## config.mk

```make
export PLATFORM = sky130hd
export DESIGN_NAME = sum_sq
export DESIGN_NICKNAME = d
export VERILOG_FILES = /design/src/rtl/sum_sq.sv
export SDC_FILE = /design/constraint.sdc
export NUM_CORES = 1
export LEC_CHECK = 0
export ABC_AREA = 1
export BUFFER_PORTS_ARGS = -buffer_cell sky130_fd_sc_hd__buf_4
export CAP_MARGIN = 10
export CORE_ASPECT_RATIO = 1.5
export CORE_MARGIN = 2
export CORE_UTILIZATION = 25
export DETAILED_ROUTE_END_ITERATION = 8
export GPL_TIMING_DRIVEN = 1
export SLEW_MARGIN = 10
export SYNTH_ARGS = -nofsm -noshare
export SYNTH_HDL_FRONTEND = slang
export SYNTH_SLANG_ARGS = --single-unit
```

## constraint.sdc

```tcl
create_clock -name clk_i -period 2.7 [get_ports clk_i]
set_clock_uncertainty 0.1 [all_clocks]
set_input_delay 0.135 -clock clk_i [delete_from_list [all_inputs] [get_ports clk_i]]
set_output_delay 0.135 -clock clk_i [all_outputs]
set_load 0.01 [all_outputs]
```

## src/rtl/sum_sq.sv

```systemverilog
// rtl/sum_sq.sv - sequential shift-add sum of squares with saturated 8-bit output
module sum_sq (
  input  logic        clk_i,
  input  logic        rst_i,
  input  logic [7:0]  a_bi,
  input  logic [7:0]  b_bi,
  input  logic        start_i,
  output logic        busy_o,
  output logic        done_o,
  output logic [16:0] sum_bo,
  output logic [7:0]  y_bo,
  output logic        ovf_o
);

  typedef enum logic [1:0] {
    IDLE  = 2'd0,
    MUL_A = 2'd1,
    MUL_B = 2'd2,
    FIN   = 2'd3
  } state_t;

  state_t      state;
  state_t      state_nxt;
  logic [7:0]  a_q;
  logic [7:0]  b_q;
  logic [16:0] acc;
  logic [2:0]  cnt;
  logic [7:0]  mcand;
  logic        mbit;
  logic [16:0] addend;

  // Select the operand being squared this phase and form its shifted partial product
  always_comb begin
    mcand  = (state == MUL_B) ? b_q : a_q;
    mbit   = mcand[cnt];
    addend = {9'd0, mcand} << cnt;
  end

  // Next-state logic: 8 bit-steps per operand, then one cycle to publish results
  always_comb begin
    state_nxt = state;
    case (state)
      IDLE:    if (start_i) state_nxt = MUL_A;
      MUL_A:   if (cnt == 3'd7) state_nxt = MUL_B;
      MUL_B:   if (cnt == 3'd7) state_nxt = FIN;
      FIN:     state_nxt = IDLE;
      default: state_nxt = IDLE;
    endcase
  end

  // State register
  always_ff @(posedge clk_i) begin
    if (rst_i) begin
      state <= IDLE;
    end else begin
      state <= state_nxt;
    end
  end

  // Datapath: operand capture, shift-add accumulation and registered result outputs
  always_ff @(posedge clk_i) begin
    if (rst_i) begin
      a_q    <= '0;
      b_q    <= '0;
      acc    <= '0;
      cnt    <= '0;
      done_o <= 1'b0;
      sum_bo <= '0;
      y_bo   <= '0;
      ovf_o  <= 1'b0;
    end else begin
      done_o <= 1'b0;
      case (state)
        IDLE: begin
          if (start_i) begin
            a_q <= a_bi;
            b_q <= b_bi;
            acc <= '0;
            cnt <= '0;
          end
        end
        MUL_A, MUL_B: begin
          // cnt wraps 7 -> 0 on its own, which restarts the count for MUL_B
          if (mbit) acc <= acc + addend;
          cnt <= cnt + 3'd1;
        end
        FIN: begin
          sum_bo <= acc;
          ovf_o  <= (acc > 17'd255);
          y_bo   <= (acc > 17'd255) ? 8'hFF : acc[7:0];
          done_o <= 1'b1;
        end
        default: ;
      endcase
    end
  end

  assign busy_o = (state != IDLE);

endmodule
```

# Word-level counts from Yosys, hierarchy flattened
# Cells that the tools add are included.
[op_classes]
n_addsub = 2
magnitude_cmp = 2
n_eq_ne = 8
shifts = 1
n_mux = 14
reduce_logical = 8
[op_table]
columns = ["operator", "count"]
rows = [
  ["$mux 17", 2],
  ["$pmux 17 s2", 1],
  ["$add 17x17->17", 1],
  ["$gt 17x8->1 const B", 1],
  ["$shl 8x3->17", 1],
  ["$mux 8", 2],
  ["$pmux 2 s4", 1],
  ["$mux 2", 3],
  ["$ne 2x2->1 const B", 3],
  ["$pmux 3 s2", 1],
  ["$reduce_and 3->1", 2],
  ["$eq 2x2->1 const B", 2],
  ["$lt 3x4->1 const B", 1],
  ["$reduce_and 2->1", 2],
  ["$reduce_bool 2->1", 2],
  ["$add 3x1->3 const B", 1],
  ["$bmux 1 s3", 1],
  ["$eq 3x3->1 const B", 1],
  ["$mux 3", 1],
  ["$eq 2x1->1 const B", 1],
  ["$logic_not 2->1", 1],
  ["$mux 1", 2],
  ["$ne 2x1->1 const B", 1],
  ["$reduce_or 2->1", 1],
]
[word_totals]
regBits = 65
inputBits = 19
output_inout_bits = 28
elab_cells = 44

# Logic depth before layout (Yosys ltp)
[depth]
ltp_word = 6
ltp_mapped = 24

# Worst setup path before layout
# Ideal clock, no wire load.
[synth_path]
kind = "reg-to-reg"
startpoint = "reg state[0]"
endpoint = "reg acc[8]"
arrival_ps = 2463
required_ps = 2484
setup_slack_ps = 22
path_stages_with_launch = 19
period_less_slack_ps = 2678
path_cell_list = "dfxtp_1 inv_1 ha_1 buf_6 nand2_1 nand2_1 o21ai_0 nor2_1 a31oi_1 o21ai_0 ha_1 nand2_1 inv_1 a21oi_1 nand2_1 o21ai_0 a21oi_1 o21ai_0 nor2_1"
[synth_between]
elab_chain_cells = 6
word_cells_on_any_way = 15
classes_between = "add/sub: 1; eq/ne: 4; shift: 1; mux: 5; reduce/logical: 4"
[synth_lines]
columns = ["element", "line_no", "text"]
rows = [
  ["start, declared", "22", "state_t state;"],
  ["start signal, assigned", "56", "state <= state_nxt;"],
  ["$eq 2x2->1", "34, 73", ""],
  ["$mux 8", "34", "mcand = (state == MUL_B) ? b_q : a_q;"],
  ["$shl 8x3->17 / $bmux 1 s3 (equally long branches)", "36, 35", ""],
  ["$add 17x17->17 / $mux 1 (equally long branches)", "84, 35", ""],
  ["$mux 17 / $ne 2x2->1 (equally long branches)", "n/a", ""],
  ["$pmux 17 s2 / $reduce_and 3->1 (equally long branches)", "n/a", ""],
  ["end signal, assigned", "84", "if (mbit) acc <= acc + addend;"],
  ["end, declared", "26", "logic [16:0] acc;"],
]
# Several ways; a longest one is shown, not always the timed one. The select of a mux whose other input is x is not followed.
# A chain may end at the register's enable or synchronous reset.

# Worst setup path in the final report
[layout_path]
startpoint = "reg state[0]"
endpoint = "reg acc[14]"
# The elaborated chain is that of the path after synthesis.

==> run metrics <==
outcome finished, violations left; failing checks setup timing; clk slew on worst S/H paths about 0.060 ns; die area between 15,000 and 20,000 µm²; vias in the first global route around 4,000; initial antenna violation count 0; Critical Path Slowest Stage Cell or2_2; HP Class input pin to flip-flop; Post-layout nets just over 700; Root Buffer clkbuf_16; Final Core Density 0.368; post-route cell area 5520 µm²; Routed WL around 11,000 µm; synthesis-to-finish area growth 44.3%; worst r2r src state[0]; Startpoint Class flip-flop; clk sinks 65; top_reg_cell synth dfxtp_1; dpl cell area 4570 µm²; CP Max Fanout 7; layout cells sized above 1 0.303; net count after synthesis 628; pin count of the biggest net entering global routing 40; synthesized flop and latch total 65; Setup CP Type flip-flop to flip-flop; first-pass GRT wire length 18,700 µm; Post-synth EDFFs 0; syn_area_per_cell 6.52 µm²; CTS tree built; residual DRC count 0; most used cell, CP nand2_1; Avg Vias per Cell approximately 4.6; I/O pins 47; clock buffer depth 2; row cnt 55; die height about 160 µm; critical path arrival ~3 ns; final period utilization 1.05; htree depth 3; Setup crit end kind flip-flop; Buf/Inv on CP 3; CP top delay family simple AND/OR/NAND/NOR gates; Placer Congestion between 0.9 and 1; Die X 105 µm; Peak Freq 0.353 GHz; Final ANT Viol Nets 0; I/O Buffers 46; initial core utilization 0.255; Pwr Total between 0.005 and 0.006 W; Peak supply drop 0.539 mV; Cell Pwr Density 982 nW/µm²; internal reg-to-reg setup slack -0.13 ns; Slew Limit Fails 0; Worst-Skew Late Latency between 0.3 and 0.4 ns; count of final setup violators 8; crit path time final roughly 2.8 ns; wire per inst 12.9 µm; CP peak stage delay between 0.3 and 0.4 ns; worst reg2reg endpoint acc[14]; final HPWL from detailed placement 8280 µm; mapped cell area 3820 µm²; worst endpoint required time approximately 2.8 ns; worst slew pin tran 0.577 ns; via count 4,081; max cap viols 0; setup TNS -0.535 ns; critical-path cell list inv_2, ha_4, buf_4, nand2_2, nand2_1, o21ai_1, or2_2, o21ai_4, ha_4, nand2_1, inv_1, nand2_1, nand2_1, a21oi_2, nand3_2, nand2_1, nor2_1, nand2_1, a21oi_1; Final Hold Viols 0; Slew Limit Headroom 0.615; Reg2Reg Depth 19; drt first pass iters 5; hold depth 3; Pleak ~2.4 nW; TritonCTS Buffers 9; core area 15,000 µm²; warnings from Yosys 0; Setup WS post-layout -0.133 ns; Syn Inst Count 586; global route overflow 0; post-synthesis sequential area ratio 0.340; worst hold start b_bi[2]; unrepaired setup endpoints after global routing yes; Netlist cell types 33; Worst Hold Path EP b_q[2]; FFs w/ async S/R, synth 0; Iter 0 DRT Violations ~170; diode count 0; overall routing resource usage 0.143
[how the worst max path moves through the flow]
| stage | start | end | slack, ns | cells after the start |
|---|---|---|---|---|
| floorplan | state[0] | acc[8] | 0.02 | 18 |
| global placement | state[0] | acc[16] | -0.36 | 23 |
| detailed placement | state[0] | acc[16] | -0.39 | 23 |
| CTS | state[0] | acc[13] | -0.04 | 21 |
| global route | state[0] | acc[10] | -0.30 | 23 |
| finish | state[0] | acc[14] | -0.13 | 19 |
[flip-flops by register name, indices dropped and copies added, names as in the netlist]
signal  flops
a_q         8
state       2
sum_bo     17
done_o      1
ovf_o       1
acc        17
y_bo        8
b_q         8
cnt         3
[synthesized netlist by cell type (4+ instances only)]
master	n	area [µm²]
inv_1	50	188
o21ai_0	53	265
clkbuf_1	17	63.8
ha_1	22	275
a21oi_1	43	215
nand2_1	153	574
a31oi_1	12	75.1
dfxtp_1	65	1300
nand3_1	33	165
nor2_1	99	372
nand2_2	4	25.0
[routing by layer]
metal / vias to the layer above / wire (µm) / GRT usage
li1: 2091 / - / -
met5: - / 0 / 0
met3: 31 / 438 / 0.0327
met2: 84 / 6060 / 0.266
met4: 0 / 446 / 0.0762
met1: 1875 / 4450 / 0.147
[layout make-up]
cell class	instances	area (µm²)
clock buffers	10	229
clock inverters	6	115
fillers	1623	9490
inverters	53	209
multi-input cells	443	2550
flip-flops and latches	65	1300
well taps	199	249
repair buffers	109	863
[layout by cell type, fill, tap and decap left out, drive strengths merged]
cell type	n
inv	54
clkbuf	10
o21ai	54
a211oi	2
nand3	36
clkinvlp	1
dfxtp	65
a21oi	43
fa	1
buf	94
nand4	2
and2	2
nor3	2
xor2	1
bufinv	3
nand2	158
or2	2
a31oi	12
o21bai	2
nor2	99
clkinv	1
nand3b	2
ha	22
o41ai	1
xnor2	2
dlygate4sd3	15
[power breakdown]
group	internal, W	leakage (nW)	total (W)	switching, W
Sequential	0.00116	0.532	0.00132	0.000153
Clock	0.000907	0.163	0.00136	0.000449
Combinational	0.00117	1.75	0.00275	0.00158
[tightest hold or removal path: cells and delay by family]
| kind | cells | cell delay, ns |
|---|---|---|
| and+or+nand+nor | 1 | 0.09 |
| buffers and inverters | 1 | 0.08 |
| AOI/OAI and AO/OA | 1 | 0.10 |
[stage by stage]
step	instances	setup WS, ns	hold slack (ns)
finish	885	-0.133	0.00669
global route	885	-0.299	0.0154
CTS	882	-0.0380	0.00962
detailed placement	844	-0.390	0.292
global placement	844	-0.362	0.285
floorplan	586	0.0215	0.202
[cells by family after synthesis]
group,count (synthesis),synth area share
flip-flops,65,0.340
buffers and inverters,78,0.0874
adder cells (fa/ha/maj),23,0.0772
AND/OR/NAND/NOR,303,0.326
XOR/XNOR,3,0.00688
AO/OA/AOI/OAI,114,0.162
[timing repair]
item,CTS,global route
buffers inserted,7,3
hold buffers,15,0
endpoints found under the setup margin,15,14
gates resized for setup,72,36
hold endpoints to repair,15,0
pin swaps,26,25
Note: power is estimated with default switching activity, not from simulation.
